$ cat config.mk
export PLATFORM = sky130hd
export DESIGN_NAME = clock_div_multi
export DESIGN_NICKNAME = d
export VERILOG_FILES = /design/src/rtl/clock_div_pkg.sv /design/src/rtl/clock_div_ch.sv /design/src/rtl/clock_div_multi.sv
export SDC_FILE = /design/constraint.sdc
export NUM_CORES = 1
export LEC_CHECK = 0
export BUFFER_PORTS_ARGS = -buffer_cell sky130_fd_sc_hd__buf_2
export CORE_MARGIN = 1
export CORE_UTILIZATION = 55
export CTS_CLUSTER_SIZE = 30
export DETAILED_ROUTE_END_ITERATION = 10
export MAX_ROUTING_LAYER = met4
export PLACE_DENSITY = 0.76
export SKIP_CTS_REPAIR_TIMING = 1
export SLEW_MARGIN = 20
export SYNTH_ARGS = -nofsm -noshare
export SYNTH_HDL_FRONTEND = slang
export SYNTH_SLANG_ARGS = --single-unit
$ cat constraint.sdc
create_clock -name iCLK -period 1.65 [get_ports iCLK]
set_clock_uncertainty 0.1 [all_clocks]
set_input_delay 0.2475 -clock iCLK [delete_from_list [all_inputs] [get_ports iCLK]]
set_output_delay 0.2475 -clock iCLK [all_outputs]
set_load 0.005 [all_outputs]
$ cat src/rtl/clock_div_pkg.sv
// Shared constants and sizing helper for the multi-channel clock divider.
// Latency: n/a (types and constants only); no backpressure.
package clock_div_pkg;

    localparam int CNT_W_DEF        = 8;
    localparam int DEFAULT_HALF_DEF = 3;

    // A single channel still needs a 1-bit select port.
    function automatic int ch_idx_w(input int n);
        return (n > 1) ? $clog2(n) : 1;
    endfunction

endpackage

$ cat src/rtl/clock_div_ch.sv
// One divider channel: counter, active/shadow half-period, pending flag, clk_o and rise_o.
// Latency: outputs registered, 1 cycle from inputs; no backpressure (free-running).
module clock_div_ch
    import clock_div_pkg::*;
#(
    parameter int CNT_W        = CNT_W_DEF,
    parameter int DEFAULT_HALF = DEFAULT_HALF_DEF
) (
    input  logic             clk_i,
    input  logic             rst_i,
    input  logic             en_i,
    input  logic             wr_i,
    input  logic [CNT_W-1:0] val_i,
    input  logic             align_i,
    output logic             clk_o,
    output logic             rise_o,
    output logic             pend_o
);

    localparam logic [CNT_W-1:0] RST_HALF = CNT_W'(DEFAULT_HALF);

    logic [CNT_W-1:0] cnt_q, cnt_d;
    logic [CNT_W-1:0] active_q, active_d;
    logic [CNT_W-1:0] shadow_q, shadow_d;
    logic             clk_q, clk_d;
    logic             rise_q, rise_d;
    logic             pend_q, pend_d;
    logic             at_end, running, apply;

    always_comb begin
        at_end  = (cnt_q == active_q);
        // A high phase always runs to completion, even after en_i drops.
        running = en_i | clk_q;
        // Safe points for a new half-period: falling toggle, idle, or align.
        apply   = align_i | (clk_q & at_end) | ~running;

        cnt_d  = '0;
        clk_d  = 1'b0;
        rise_d = 1'b0;
        if (!align_i && running) begin
            if (at_end) begin
                clk_d  = ~clk_q;
                rise_d = ~clk_q;
            end else begin
                cnt_d = cnt_q + 1'b1;
                clk_d = clk_q;
            end
        end

        active_d = (apply && pend_q) ? shadow_q : active_q;
        shadow_d = wr_i ? val_i : shadow_q;
        pend_d   = wr_i | (pend_q & ~apply);
    end

    always_ff @(posedge clk_i) begin
        if (rst_i) begin
            cnt_q    <= '0;
            clk_q    <= 1'b0;
            rise_q   <= 1'b0;
            pend_q   <= 1'b0;
            active_q <= RST_HALF;
            shadow_q <= RST_HALF;
        end else begin
            cnt_q    <= cnt_d;
            clk_q    <= clk_d;
            rise_q   <= rise_d;
            pend_q   <= pend_d;
            active_q <= active_d;
            shadow_q <= shadow_d;
        end
    end

    assign clk_o  = clk_q;
    assign rise_o = rise_q;
    assign pend_o = pend_q;

endmodule

$ cat src/rtl/clock_div_multi.sv
// NUM_CH programmable clock dividers with per-channel enable, safe divisor update and global realign.
// Latency: all outputs registered, 1 cycle; no backpressure (writes always accepted).
module clock_div_multi
    import clock_div_pkg::*;
#(
    parameter int  NUM_CH       = 4,
    parameter int  CNT_W        = CNT_W_DEF,
    parameter int  DEFAULT_HALF = DEFAULT_HALF_DEF,
    localparam int CH_IDX_W     = ch_idx_w(NUM_CH)
) (
    input  logic                iCLK,
    input  logic                RST,
    input  logic                div_wr,
    input  logic [CH_IDX_W-1:0] div_ch,
    input  logic [CNT_W-1:0]    div_val,
    input  logic [NUM_CH-1:0]   ch_en,
    input  logic                align,
    output logic [NUM_CH-1:0]   clk_out,
    output logic [NUM_CH-1:0]   rise_stb,
    output logic [NUM_CH-1:0]   div_pending
);

    for (genvar i = 0; i < NUM_CH; i++) begin : g_ch
        logic wr_sel;
        // Out-of-range div_ch values match no channel and are dropped.
        assign wr_sel = div_wr && (div_ch == CH_IDX_W'(i));

        clock_div_ch #(
            .CNT_W        (CNT_W),
            .DEFAULT_HALF (DEFAULT_HALF)
        ) u_ch (
            .clk_i   (iCLK),
            .rst_i   (RST),
            .en_i    (ch_en[i]),
            .wr_i    (wr_sel),
            .val_i   (div_val),
            .align_i (align),
            .clk_o   (clk_out[i]),
            .rise_o  (rise_stb[i]),
            .pend_o  (div_pending[i])
        );
    end

endmodule
After elaboration in Yosys (flattened, before gate mapping) --
Index checks and enable logic that the tools add are counted.
Storage, ports and cells: register bits after elaboration 108, latch bits 0, RAM bits 0, ROM bits 0, output and inout port bits 12, memories 0
Cells by class: $add $sub $neg 4, $mul 0, div/mod/pow operators 0, $lt $le $gt $ge 0, equality and inequality tests 7, shift operators 0, multiplexer cells 0, bitwise gates (word level) 44, reduce and logical (&&, ||, !) cells 26
Operator list (count):
- $add 8x1->8 const B | 4
- $eq 8x8->1 | 4
- $reduce_or 3->1 | 8
- $not 1->1 | 20
- $or 1x1->1 | 16
- $logic_and 1x1->1 | 12
- $and 1x1->1 | 8
- $reduce_or 2->1 | 4
- $eq 2x2->1 const B | 2
- $eq 2x1->1 const B | 1
- $logic_not 2->1 | 1
- $logic_not 1->1 | 1

Longest topological paths before layout --
depth in word-level cells 7, mapped depth 6

By module --
From an unflattened synthesis, not the netlist that was laid out.
Unflattened totals: cells, all modules 572, area total of the unflattened synthesis 5377.7 um2
Modules (own cells, without submodules):
- clock_div_ch | times used 4, cells each 142, area an instance 1335.0 um2, sequential area each 540.5 um2
- clock_div_multi | times used 1, cells each 4, area an instance 37.5 um2, sequential area each 0.0 um2

Worst setup path before layout --
OpenSTA, ideal clock, no wires.
path kind register -> register, start point register g_ch[1].u_ch.cnt_q[0], end point register g_ch[1].u_ch.active_q[0], setup time 0.141 ns, arrival 1.555 ns, required time 1.409 ns, setup slack -0.147 ns, cell stages (with the launch flop) 6, cell sequence dfxtp_1 -> xor2_1 -> or4_4 -> buf_6 -> o311ai_1 -> o211ai_1
On the way: cells in the longest elaborated chain, start to end 5
Ends and longest elaborated chain:
- from (decl) | RTL line clock_div_ch.sv:22 | logic [CNT_W-1:0] cnt_q, cnt_d;
- from (signal assigned) | RTL line clock_div_ch.sv:64 | cnt_q <= cnt_d;
- $eq 8x8->1 | RTL line clock_div_ch.sv:31 | at_end = (cnt_q == active_q);
- $and 1x1->1 | RTL line clock_div_ch.sv:35 | apply = align_i | (clk_q & at_end) | ~running;
- $or 1x1->1 (2 in a row) | RTL line clock_div_ch.sv:35
- $logic_and 1x1->1 | RTL line clock_div_ch.sv:50 | active_d = (apply && pend_q) ? shadow_q : active_q;
- to (signal assigned) | RTL line clock_div_ch.sv:68 | active_q <= active_d;
- to (decl) | RTL line clock_div_ch.sv:23 | logic [CNT_W-1:0] active_q, active_d;
No other way between the ends. A chain may end at the register's enable or synchronous reset.

Final worst setup path --
start point register g_ch[1].u_ch.cnt_q[3], end point register g_ch[1].u_ch.active_q[3]
Same word-level chain as after synthesis.

==> results.txt <==
Combinational Power Share = 13.7%
number of iterations in the first detailed-routing pass = 6
net switching component of the power = 1.41 mW
sequential cell area fraction in the yosys report = 41.4%
HPWL reported at the end of detailed placement = 9000 um
maximum clock insertion buffer count = 2
number of flip-flops and latches in the synthesized netlist = 108
final setup violating endpoints = 34
required time of the worst setup path = 1.81 ns
GR peak layer = met2
fmax = 0.552 GHz
largest fanout on the critical path = 7
global-route congestion overflow total = 0
Synth-to-Final Area Change = 30.3%
timing startpoint of the critical path = g_ch[1].u_ch.cnt_q[3]
share of synthesized flip-flops with an asynchronous set or reset = 0%
largest voltage drop on the vdd net = 0.665 mV
worst r2r src = g_ch[1].u_ch.cnt_q[3]
run status = complete, but fails checks
PnR Total Power = 5.37 mW
WS Path Type = reg2reg
Hold WC Path Type = in2reg
Sink Count = 108
die area = 0.00989 mm^2
CTS tree = yes
time the worst path needs with I/O delays and setup = 1.81 ns
Placed Area = 0.00594 mm^2
internal power consumption = 3.96 mW
total global-route track usage = 27.1%
number of buffers added by the clock tree synthesis step = 9
row count = 35
share of cells above drive strength 1 = 36.8%
DRC violations left = 0
power density relative to cell area = 789 mW/mm^2
CP Capture Type = flop
startpoint of the lowest-slack hold path = div_val[2]
number of inserted diodes = 0
most common cell after layout, fill and taps aside = sky130_fd_sc_hd__buf_4
Net Sw Frac = 26.3%
Post-synth top flop = sky130_fd_sc_hd__dfxtp_1
First DRT Iteration DRCs = 284
per-cell routed wire length = 17.8 um
max-cap viol count = 0
M3 GR Usage = 4.99%
final clock period utilization by the worst path = 110%
Syn Nets = 616
global-route track usage on met1 = 33.8%
total core area = 0.00924 mm^2
warning count from the yosys run = 0
kind of launch point of the worst setup path = flop
cell taking the most area after synthesis = sky130_fd_sc_hd__dfxtp_1
relative slew slack = 56.4%
Layout Cell Area excl Fill = 0.00681 mm^2
hold violation total from the final report = 0
proportion of power drawn by flip-flops and latches = 51.3%
Worst-path clk slew = 0.11 ns
vertical die dimension = 99.4 um
via count = 4,988
DRT antenna net count = 0
post-synthesis cell type count = 40
Yosys top cell area share = 41.4%
Port Buffer Count = 29
vias in the first global route = 4,479
# IOs = 30
total detailed-routing wirelength = 14,500 um
first-pass GRT wire length = 21,000 um
worst hold-check slack = 0.0492 ns
arrival time of the worst setup path = 1.97 ns
fraction of met2 tracks used by global routing = 44.5%
clock root buffer master = sky130_fd_sc_hd__clkbuf_8
commonest cells after routing, fill and taps aside = sky130_fd_sc_hd__buf_4 (80), sky130_fd_sc_hd__dfxtp_1 (72), sky130_fd_sc_hd__nand2_1 (61)
Total Nets Final = 702
RSZ-0062 raised after global routing = yes
static leakage = 2.62 nW
violated checks = setup timing
pin count of the biggest net entering global routing = 52
number of vias per cell = 6.13
Cell Area, Synth = 0.00522 mm^2
max-slew violation count = 0
synthesized area per cell = 8.79 um^2
actual transition at the worst max-transition pin = 0.653 ns
Mapped Cells = 594
initial standard-cell utilization of the core = 56.5%
part of the total power dissipated in the clock network = 35.0%
H-tree Lvls = 3
cell types occupying the most area after synthesis = sky130_fd_sc_hd__dfxtp_1 (41%), sky130_fd_sc_hd__o2111ai_1 (6.0%), sky130_fd_sc_hd__xnor2_1 (5.2%), sky130_fd_sc_hd__nand2_1 (4.6%), sky130_fd_sc_hd__xor2_1 (4.2%)
width of the chip = 99.4 um
clock latency at the later pin of the worst-skew pair = 0.37 ns
routability-driven placement congestion ratio = 0.854
number of flops mapped to enable cells by yosys = 0
slack of the critical path = -0.160 ns
number of antenna violations at the first check in global routing = 0
## Yosys cell counts (7+ instances only)
master                        n
sky130_fd_sc_hd__dfxtp_1    108
sky130_fd_sc_hd__buf_4       12
sky130_fd_sc_hd__or4_1       15
sky130_fd_sc_hd__o2111ai_1   36
sky130_fd_sc_hd__inv_1       17
sky130_fd_sc_hd__mux2i_1     15
sky130_fd_sc_hd__o21ai_0     13
sky130_fd_sc_hd__nor2_1      21
sky130_fd_sc_hd__xor2_1      25
sky130_fd_sc_hd__nor2b_1      9
sky130_fd_sc_hd__a21oi_1     16
sky130_fd_sc_hd__o211ai_1    14
sky130_fd_sc_hd__nand2_1     64
sky130_fd_sc_hd__and4_1       7
sky130_fd_sc_hd__nor3_1      33
sky130_fd_sc_hd__nand4_1     28
sky130_fd_sc_hd__and3_1      14
sky130_fd_sc_hd__clkbuf_1    30
sky130_fd_sc_hd__xnor2_1     31
sky130_fd_sc_hd__nand3_1     26
## layout make-up
cell class                      instances  area (um^2)
Clock buffer                           11          151
Clock inverter                          5         81.3
Fill cell                             631         2430
Inverter                               17         63.8
Multi-Input combinational cell        417         3180
Sequential cell                       108         2210
Tap cell                              129          161
Timing Repair Buffer                  127          951
## per-stage QoR
step / setup slack, ns / utilization [%] / instances / setup TNS (ns)
after floorplan: -0.115 / - / 594 / -0.453
after global routing: -0.228 / 73.7 / 814 / -5.39
after global placement: -0.0730 / 64.3 / 786 / -0.527
after CTS: -0.208 / 66.9 / 802 / -2.80
final: -0.160 / 73.7 / 814 / -2.37
after detailed placement: -0.173 / 64.3 / 786 / -1.43
## worst max-delay path, stage by stage (launching register included)
cell and delay, ns:
sky130_fd_sc_hd__dfxtp_2 0.35, sky130_fd_sc_hd__xor2_2 0.19, sky130_fd_sc_hd__or4_4 0.59, sky130_fd_sc_hd__buf_6 0.17
sky130_fd_sc_hd__o2111ai_4 0.21, sky130_fd_sc_hd__nand3_1 0.10
## per-layer routing
layer	share of wire, %	up-vias
met4	2.2	0
met1	41	2407
met2	51	180
met5	0	-
li1	-	2364
met3	5.4	37
## cell families (layout without fill, tap and decap cells)
| kind of cell | after synthesis | after routing | synth area share [%] |
|---|---|---|---|
| adder cells (fa/ha/maj) | 4 | 4 | 0.958 |
| multiplexers | 15 | 15 | 2.87 |
| AND/OR/NAND/NOR | 237 | 237 | 24.0 |
| buffers and inverters | 69 | 160 | 6.16 |
| flip-flops | 108 | 108 | 41.4 |
| AO/OA/AOI/OAI | 105 | 105 | 15.2 |
| XOR/XNOR | 56 | 56 | 9.39 |
## power by group through the flow
stage	Sequential [mW]	Clock (mW)	Combinational [mW]
6_report	2.76	1.88	0.737
5_1_grt	2.76	1.98	0.788
4_1_cts	2.74	1.88	0.593
3_5_place_dp	2.80	0	0.589
3_3_place_gp	2.79	0	0.559
2_1_floorplan	2.79	0	0.336
## worst paths after layout
kind	depth (start not counted)	endpoint	slack, ns
hold reg to reg	2	g_ch[3].u_ch.shadow_q[6]	0.36
setup reg to reg	5	g_ch[1].u_ch.active_q[3]	-0.16
setup / recovery	5	g_ch[1].u_ch.active_q[3]	-0.16
hold / removal	3	g_ch[2].u_ch.shadow_q[2]	0.05
## state kept, by name, indices dropped and copies added (netlist names)
signal              count
g_ch.u_ch.pend_o        4
g_ch.u_ch.clk_o         4
g_ch.u_ch.shadow_q     32
g_ch.u_ch.active_q     32
g_ch.u_ch.rise_o        4
g_ch.u_ch.cnt_q        32
No activity file was read; power rests on OpenSTA's default activity.
